`src/rtl/count_sweep_ctrl.sv`:
```
// count_sweep_ctrl: sequences an external up/down counter through a preload
// followed by a programmable number of full up/down sweeps, then clears it.
// The counter reports its own boundaries via max_tick/min_tick; this block
// drops en at a boundary so the counter never wraps.
//
//   state  | meaning
//   -------+----------------------------------------------------------
//   IDLE   | waiting for start; outputs quiet, sweep_cnt holds result
//   LOAD   | one-cycle load of the latched preload value
//   UP     | counting up until the counter reports all-ones
//   DOWN   | counting down until the counter reports zero
//   CLEAR  | one-cycle synchronous clear of the counter
//   DONE   | one-cycle completion pulse
module count_sweep_ctrl #(
  parameter int N = 3
) (
  input  logic         clk,
  input  logic         rst,
  input  logic         start,
  input  logic         pause,
  input  logic [N-1:0] ld_val,
  input  logic [3:0]   sweeps,
  input  logic         max_tick,
  input  logic         min_tick,
  output logic         syn_clr,
  output logic         load,
  output logic         en,
  output logic         up,
  output logic [N-1:0] d,
  output logic         busy,
  output logic         done,
  output logic [3:0]   sweep_cnt
);

  typedef enum logic [2:0] {
    S_IDLE  = 3'd0,
    S_LOAD  = 3'd1,
    S_UP    = 3'd2,
    S_DOWN  = 3'd3,
    S_CLEAR = 3'd4,
    S_DONE  = 3'd5
  } state_t;

  state_t       state;
  state_t       state_nxt;

  logic [N-1:0] ld_reg;
  logic [3:0]   sweeps_eff;
  logic [3:0]   cnt_inc;
  logic         accept;
  logic         sweep_end;
  logic         last_sweep;

  // A start is only honoured from IDLE; anything arriving while busy is dropped.
  assign accept    = (state == S_IDLE) && start;

  // Only the tick that matches the current direction ends a half-sweep, so a
  // bogus simultaneous max_tick/min_tick cannot confuse the sequence.
  assign sweep_end = (state == S_DOWN) && min_tick;

  // Saturating increment keeps sweep_cnt from wrapping back to zero.
  assign cnt_inc    = (sweep_cnt == 4'hF) ? 4'hF : (sweep_cnt + 4'd1);
  assign last_sweep = (cnt_inc == sweeps_eff);

  // State register.
  always_ff @(posedge clk or posedge rst) begin
    if (rst) begin
      state <= S_IDLE;
    end else begin
      state <= state_nxt;
    end
  end

  // Next-state logic.
  always_comb begin
    state_nxt = state;
    case (state)
      S_IDLE: begin
        if (start) begin
          state_nxt = S_LOAD;
        end
      end
      S_LOAD: begin
        state_nxt = S_UP;
      end
      S_UP: begin
        // Leaving on max_tick even when paused: en is already low there.
        if (max_tick) begin
          state_nxt = S_DOWN;
        end
      end
      S_DOWN: begin
        if (min_tick) begin
          state_nxt = last_sweep ? S_CLEAR : S_UP;
        end
      end
      S_CLEAR: begin
        state_nxt = S_DONE;
      end
      S_DONE: begin
        state_nxt = S_IDLE;
      end
      default: begin
        state_nxt = S_IDLE;
      end
    endcase
  end

  // Run configuration captured at start; a zero sweep count means one sweep.
  always_ff @(posedge clk or posedge rst) begin
    if (rst) begin
      ld_reg     <= '0;
      sweeps_eff <= 4'd1;
    end else if (accept) begin
      ld_reg     <= ld_val;
      sweeps_eff <= (sweeps == 4'd0) ? 4'd1 : sweeps;
    end
  end

  // Completed-sweep counter: cleared on accepted start, bumped at each bottom.
  always_ff @(posedge clk or posedge rst) begin
    if (rst) begin
      sweep_cnt <= 4'd0;
    end else if (accept) begin
      sweep_cnt <= 4'd0;
    end else if (sweep_end) begin
      sweep_cnt <= cnt_inc;
    end
  end

  // Output decode; load/syn_clr/en each live in a distinct state so they are
  // mutually exclusive by construction.
  always_comb begin
    syn_clr = 1'b0;
    load    = 1'b0;
    en      = 1'b0;
    up      = 1'b0;
    busy    = 1'b1;
    done    = 1'b0;
    case (state)
      S_IDLE: begin
        busy = 1'b0;
      end
      S_LOAD: begin
        load = 1'b1;
      end
      S_UP: begin
        up = 1'b1;
        en = ~pause & ~max_tick;
      end
      S_DOWN: begin
        en = ~pause & ~min_tick;
      end
      S_CLEAR: begin
        syn_clr = 1'b1;
      end
      S_DONE: begin
        done = 1'b1;
      end
      default: begin
        busy = 1'b0;
      end
    endcase
  end

  assign d = ld_reg;

endmodule

```
`config.mk`:
```
export PLATFORM = sky130hd
export DESIGN_NAME = count_sweep_ctrl
export DESIGN_NICKNAME = d
export VERILOG_FILES = /design/src/rtl/count_sweep_ctrl.sv
export SDC_FILE = /design/constraint.sdc
export NUM_CORES = 1
export LEC_CHECK = 0
export ABC_CLOCK_PERIOD_IN_PS = 4300
export CAP_MARGIN = 20
export CELL_PAD_IN_SITES_DETAIL_PLACEMENT = 0
export CELL_PAD_IN_SITES_GLOBAL_PLACEMENT = 1
export CORE_UTILIZATION = 37
export CTS_CLUSTER_SIZE = 14
export DETAILED_ROUTE_END_ITERATION = 16
export GPL_ROUTABILITY_DRIVEN = 0
export PLACE_DENSITY_LB_ADDON = 0.3
export SLEW_MARGIN = 15
export SYNTH_ARGS = -nofsm -noshare
export SYNTH_HDL_FRONTEND = slang
export SYNTH_SLANG_ARGS = --single-unit
export TNS_END_PERCENT = 10
```
`constraint.sdc`:
```
create_clock -name clk -period 4.3 [get_ports clk]
set_clock_uncertainty 0.1 [all_clocks]
set_input_delay 0.645 -clock clk [delete_from_list [all_inputs] [get_ports clk]]
set_output_delay 0.645 -clock clk [all_outputs]
set_load 0.01 [all_outputs]
```
==> results of run 1 <==
[worst max path at each step]
stage	end	slack [ns]	start
6_report	en	1.48	max_tick
5_1_grt	en	1.35	max_tick
4_1_cts	en	1.49	max_tick
3_5_place_dp	en	1.51	max_tick
3_3_place_gp	en	1.54	max_tick
2_1_floorplan	en	2.31	max_tick
[placed cells by master, fill, tap and decap left out, types with 3 or more instances in the layout]
master	netlist	final
o21ai_0	4	4
dfrtp_1	13	13
nor2_1	7	7
clkbuf_4	0	3
mux2_2	7	7
nor2b_1	3	3
clkdlybuf4s50_1	0	25
a21oi_1	7	7
nand4_1	3	3
and3_1	3	3
nand2b_1	3	3
nand2_1	3	3
[cell families after synthesis]
logic type / count (synthesis) / share of synthesized area
fa+ha+maj: 1 / 0.0144
flops: 14 / 0.406
buf+inv: 8 / 0.0607
xor+xnor: 2 / 0.0202
mux: 8 / 0.103
compound gates: 18 / 0.126
simple gates: 36 / 0.270
[worst max-delay path, stage by stage]
cell	delay, ns
clkdlybuf4s50_1	0.39
nor2b_1	0.14
nor4b_1	0.31
clkdlybuf4s50_1	0.59
[area by class of cell]
cell class	count	area, µm²	area share
well taps	28	35.0	0.0309
repair buffers	25	250	0.221
multi-input cells	65	462	0.408
flip-flops and latches	14	352	0.310
inverters	2	7.51	0.00663
clock buffers	4	26.3	0.0232
[flip-flops by register name, summed over array words and instances, names as in the netlist]
name        cells
sweep_cnt       4
sweeps_eff      4
d               3
state           3
[power by group through the flow]
stage	clock, mW	sequential, mW	combinational [mW]
2_1_floorplan	0	0.254	0.295
5_1_grt	0.0901	0.310	0.433
4_1_cts	0.0815	0.294	0.395
3_5_place_dp	0	0.295	0.393
6_report	0.0789	0.295	0.391
3_3_place_gp	0	0.290	0.386
[layer usage]
metal  track usage  wire (µm)  share of wire
met5             0          0              0
met4        0.0324          0              0
met3        0.0364        109          0.061
met2         0.267        836           0.47
met1         0.209        835           0.47
[through the flow]
stage	std cells	hold WS [ns]	util
finish	138	0.419	0.512
global route	138	0.441	0.512
CTS	138	0.423	0.512
detailed placement	134	0.402	0.500
global placement	134	0.389	0.500
floorplan	87	0.393	-
==> flow_summary_export.csv, run 1 <==
group,metric,value,unit
run_status,status,"finished, final reports clean",
worst_setup_path,worstPathArrival,2.07,ns
yosys,synth_nets,101,
clock_network,htree_levels,1,
yosys,yosysTopAreaCellShare,0.376,
placement,hpwl,1.27,mm
yosys,synth-seq-area-share,0.406,
worst_setup_path,startpoint_type,"input port",
layout,drive_above_1_share,0.127,
detailed_routing,via_per_inst,5.38,
sta,fin_crit,2.82,ns
worst_setup_path,crit_type,"input port to output port",
sta,slew_violations,0,
hold_path,min_from,"sweeps_eff[0]",
power,p_leak,0.446,nW
layout,diodes,0,
sta,relSlewSlack,0.563,
clock_network,root_buffer,"clkbuf_4",
sta,rsz0062_at_grt,"false",
sta,tns,0,ns
power,swShare,0.401,
clock_network,clock_sinks,14,
worst_setup_path,endpoint_kind,"output port",
yosys,yosysTopAreaCell,"dfrtp_1",
die,coreArea,2210,µm²
worst_setup_path,rrSetupSlack,2.30,ns
clock_network,clockBufferDepth,2,
power,ir_drop,0.000280,V
yosys,async_flop_share,1.00,
die,dieArea,2540,µm²
power,p_clk_frac,0.103,
detailed_routing,wl_per_cell,12.9,µm
sta,fin_crit_sh,0.655,
worst_setup_path,regToRegStartpoint,"sweep_cnt[0]",
worst_setup_path,required,3.56,ns
power,p_int,0.458,mW
detailed_routing,antenna_left,0,
sta,hold_viol_final,0,
sta,finalSetupViolCount,0,
die,io_pins,26,
placement,placed_area,1110,µm²
layout,nFillCells,239,
power,power_density,675,nW/µm²
power,netSwitchingPower,0.307,mW
yosys,synthTopCellsByArea,"dfrtp_1, mux2_2, a21oi_1",
yosys,ys_types,38,
worst_setup_path,reg2regPathDepth,5,
global_routing,grt_pass1_wl,3.06,mm
clock_network,cts.clk_slew.worst_paths,0.08,ns
layout,final_nets,125,
layout,design_area,1130,µm²
layout,area_delta_synth_final,30.8,%
yosys,synth_edf_count,0,
die,initial_core_util,0.391,
clock_network,ctsHoldBuffers,0,
hold_path,hold_path_depth,2,
global_routing,grt_overflow,0,
sta,layout_setup_ws,1.48,ns
detailed_routing,first_iter_violations,23,
sta,fmax,355,MHz
yosys,synth_most_common_cell,"dfrtp_1",
yosys,synth_area,866,µm²
detailed_routing,drc,0,
hold_path,min_path_type,"flop to flop",
clock_network,insertion_delay,0.28,ns
clock_network,cts_made_buffers,3,
power,p_comb_frac,0.511,
placement,dp_slack,1.51,ns
yosys,syn_area_per_cell,9.95,µm²
hold_path,hold_end,"sweeps_eff[0]",
detailed_routing,dr_total_vias,743,
yosys,ys_warn_count,0,
global_routing,grt_max_degree,15,
worst_setup_path,cp_max_fo,2,
clock_network,cts_tree,"done",
global_routing,antenna_found_initial,0,
detailed_routing,routed_wl,1.78,mm
run,drv_cap,0,
yosys,synthTopCellsByCount,"dfrtp_1, a21oi_1, mux2_2, nor2_1, o21ai_0",
global_routing,grt_usage,0.159,
power,p_seq_frac,0.386,
clock_network,cts_resized,0,
worst_setup_path,worst_r2r_endpoint,"state[1]",
clock_network,postCtsSetupBuffers,0,
die,die_h,50.4,µm
yosys,syn_inst,87,
die,die_w,50.4,µm
global_routing,grt_pass1_vias,709,
yosys,synth-seq-cells,14,
power,total_power,0.765,mW
die,rows,17,
sta,tightest_slew,0.653,ns
yosys,synthFlopType,"dfrtp_1",
detailed_routing,firstDrtPassIters,4,
placement,portBuffers,25,
(Power assumes the default switching activity.)
==> run 2, diff against run 1 <==
ABC_CLOCK_PERIOD_IN_PS = 2400   (was 4300)
CORE_UTILIZATION = 31   (was 37)
clock period = 2.4 ns   (was 4.3 ns; I/O delays follow)
==> run 2 against run 1 <==
  * Clock-buffer cell count unchanged
  * First-iteration DRC count down 52%
  * Via count up 1.3%
  * Combinational power up 84%
  * Clock power up 130%
  * Critical path depth down 1
  * Setup slack worse by 1.3 ns
  * Power up 86%
  * Routed wire length up 7.3%
  * Cell area up 2.7%
  * Core utilization down 5.9 points
  * Critical endpoint unchanged
==> flow_summary_export.csv, run 2 (synthesized netlist as in run 1, its figures left out) <==
group,metric,value,unit
run_status,status,"finished, final reports clean",
detailed_routing,antenna_left,0,
sta,holdWs,0.301,ns
worst_setup_path,path_cells,"nand2b_4 -> nor4b_1 -> clkdlybuf4s50_1",
layout,diodes,0,
run,drv_cap,0,
global_routing,grt_pass1_vias,639,
worst_setup_path,cpMaxStageDelayCell,"clkdlybuf4s50_1",
detailed_routing,routed_wl,1.91,mm
layout,drive_above_1_share,0.170,
worst_setup_path,crit_type,"flop to output port",
die,io_pins,26,
sta,slew_violations,0,
clock_network,clockBufferDepth,2,
sta,fin_crit,2.26,ns
worst_setup_path,rrSetupSlack,0.34,ns
sta,fmax,442,MHz
sta,rsz0062_at_grt,"false",
worst_setup_path,regToRegStartpoint,"sweep_cnt[0]",
power,p_leak,0.460,nW
clock_network,root_buffer,"clkbuf_4",
clock_network,cts_made_buffers,3,
detailed_routing,wl_per_cell,13.5,µm
worst_setup_path,worstPathArrival,1.80,ns
die,rows,18,
die,dieArea,3010,µm²
power,total_power,1.43,mW
worst_setup_path,required,1.94,ns
sta,relSlewSlack,0.636,
power,power_density,1230,nW/µm²
placement,portBuffers,25,
detailed_routing,dr_total_vias,753,
worst_setup_path,cp_max_fo,10,
worst_setup_path,worst_r2r_endpoint,"state[2]",
worst_setup_path,startpoint_type,"flop",
layout,final_nets,127,
layout,design_area,1160,µm²
global_routing,grt_pass1_wl,2.83,mm
sta,tns,0,ns
die,coreArea,2570,µm²
global_routing,grt_usage,0.141,
clock_network,ctsHoldBuffers,0,
layout,reg_top3,"sweep_cnt x4, sweeps_eff x4",
worst_setup_path,reg2regPathDepth,5,
detailed_routing,first_iter_violations,11,
clock_network,insertion_delay,0.29,ns
worst_setup_path,critPathCapture,"en",
power,ir_drop,0.000612,V
die,die_w,54.9,µm
layout,mostFrequentLayoutCells,"clkdlybuf4s50_1, dfrtp_1, mux2_2, a21oi_1, nor2_1",
sta,finalSetupViolCount,0,
sta,tightest_slew,0.546,ns
die,die_h,54.9,µm
placement,hpwl,1.38,mm
global_routing,grt_max_degree,15,
layout,area_delta_synth_final,34.2,%
sta,fin_crit_sh,0.942,
worst_setup_path,critPathLaunch,"state[2]",
die,initial_core_util,0.337,
hold_path,min_path_type,"input port to asynchronous set/reset pin",
detailed_routing,firstDrtPassIters,4,
worst_setup_path,slowest_delay,0.59,ns
worst_setup_path,endpoint_kind,"output port",
detailed_routing,drc,0,
sta,hold_viol_final,0,
clock_network,clock_sinks,14,
clock_network,cts.clk_slew.worst_paths,0.10,ns
global_routing,antenna_found_initial,0,
layout,final_common_cell,"clkdlybuf4s50_1",
detailed_routing,via_per_inst,5.30,
placement,placed_area,1120,µm²
global_routing,grt_overflow,0,
clock_network,htree_levels,1,
clock_network,cts_tree,"done",
==> run 2: worst min path at each step <==
stage / start / endpoint / slack (ns)
floorplan: rst / d[0] / 0.15
global placement: d[2] / d[2] / 0.39
detailed placement: d[1] / d[1] / 0.40
CTS: rst / d[2] / 0.33
global route: rst / d[2] / 0.36
finish: rst / d[2] / 0.30
==> run 2: worst max-delay path, delay by kind of cell (launching register included) <==
family | cells | cell delay (ns)
and+or+nand+nor | 2 | 0.44
buffers and inverters | 1 | 0.59
DFF | 1 | 0.48
==> run 2: cell type report <==
class	instances	area, µm²
multi-input combinational	65	462
sequential	14	354
tap	30	37.5
timing repair buffer	27	265
clock buffer	4	36.3
fill	264	1410
inverter	2	7.51
==> run 2: through the flow <==
stage                     utilization  setup slack, ns  std cells
after floorplan                     -            0.583         87
after global placement          0.438            0.204        138
after detailed placement        0.438            0.140        138
after CTS                       0.452           0.0618        142
after global routing            0.453           0.0260        142
final                           0.453            0.139        142
==> run 2: timing repair <==
item | CTS | global route
buffers inserted | 0 | 0
gates resized for setup | 0 | 2
endpoints found under the setup margin | 0 | 1
==> run 2: routing by layer <==
metal / vias to the layer above / GRT usage / wire length (µm)
met5: - / 0 / 0
met4: 0 / 0.0513 / 13
met3: 2 / 0.0500 / 109
met2: 21 / 0.219 / 874
met1: 362 / 0.178 / 914
li1: 368 / - / -
==> run 2: where the power goes <==
| group | internal [mW] | total, mW | leakage [nW] | switching [mW] |
|---|---|---|---|---|
| clock | 0.0923 | 0.178 | 0.0210 | 0.0853 |
| combinational | 0.413 | 0.718 | 0.275 | 0.305 |
| sequential | 0.355 | 0.530 | 0.164 | 0.175 |
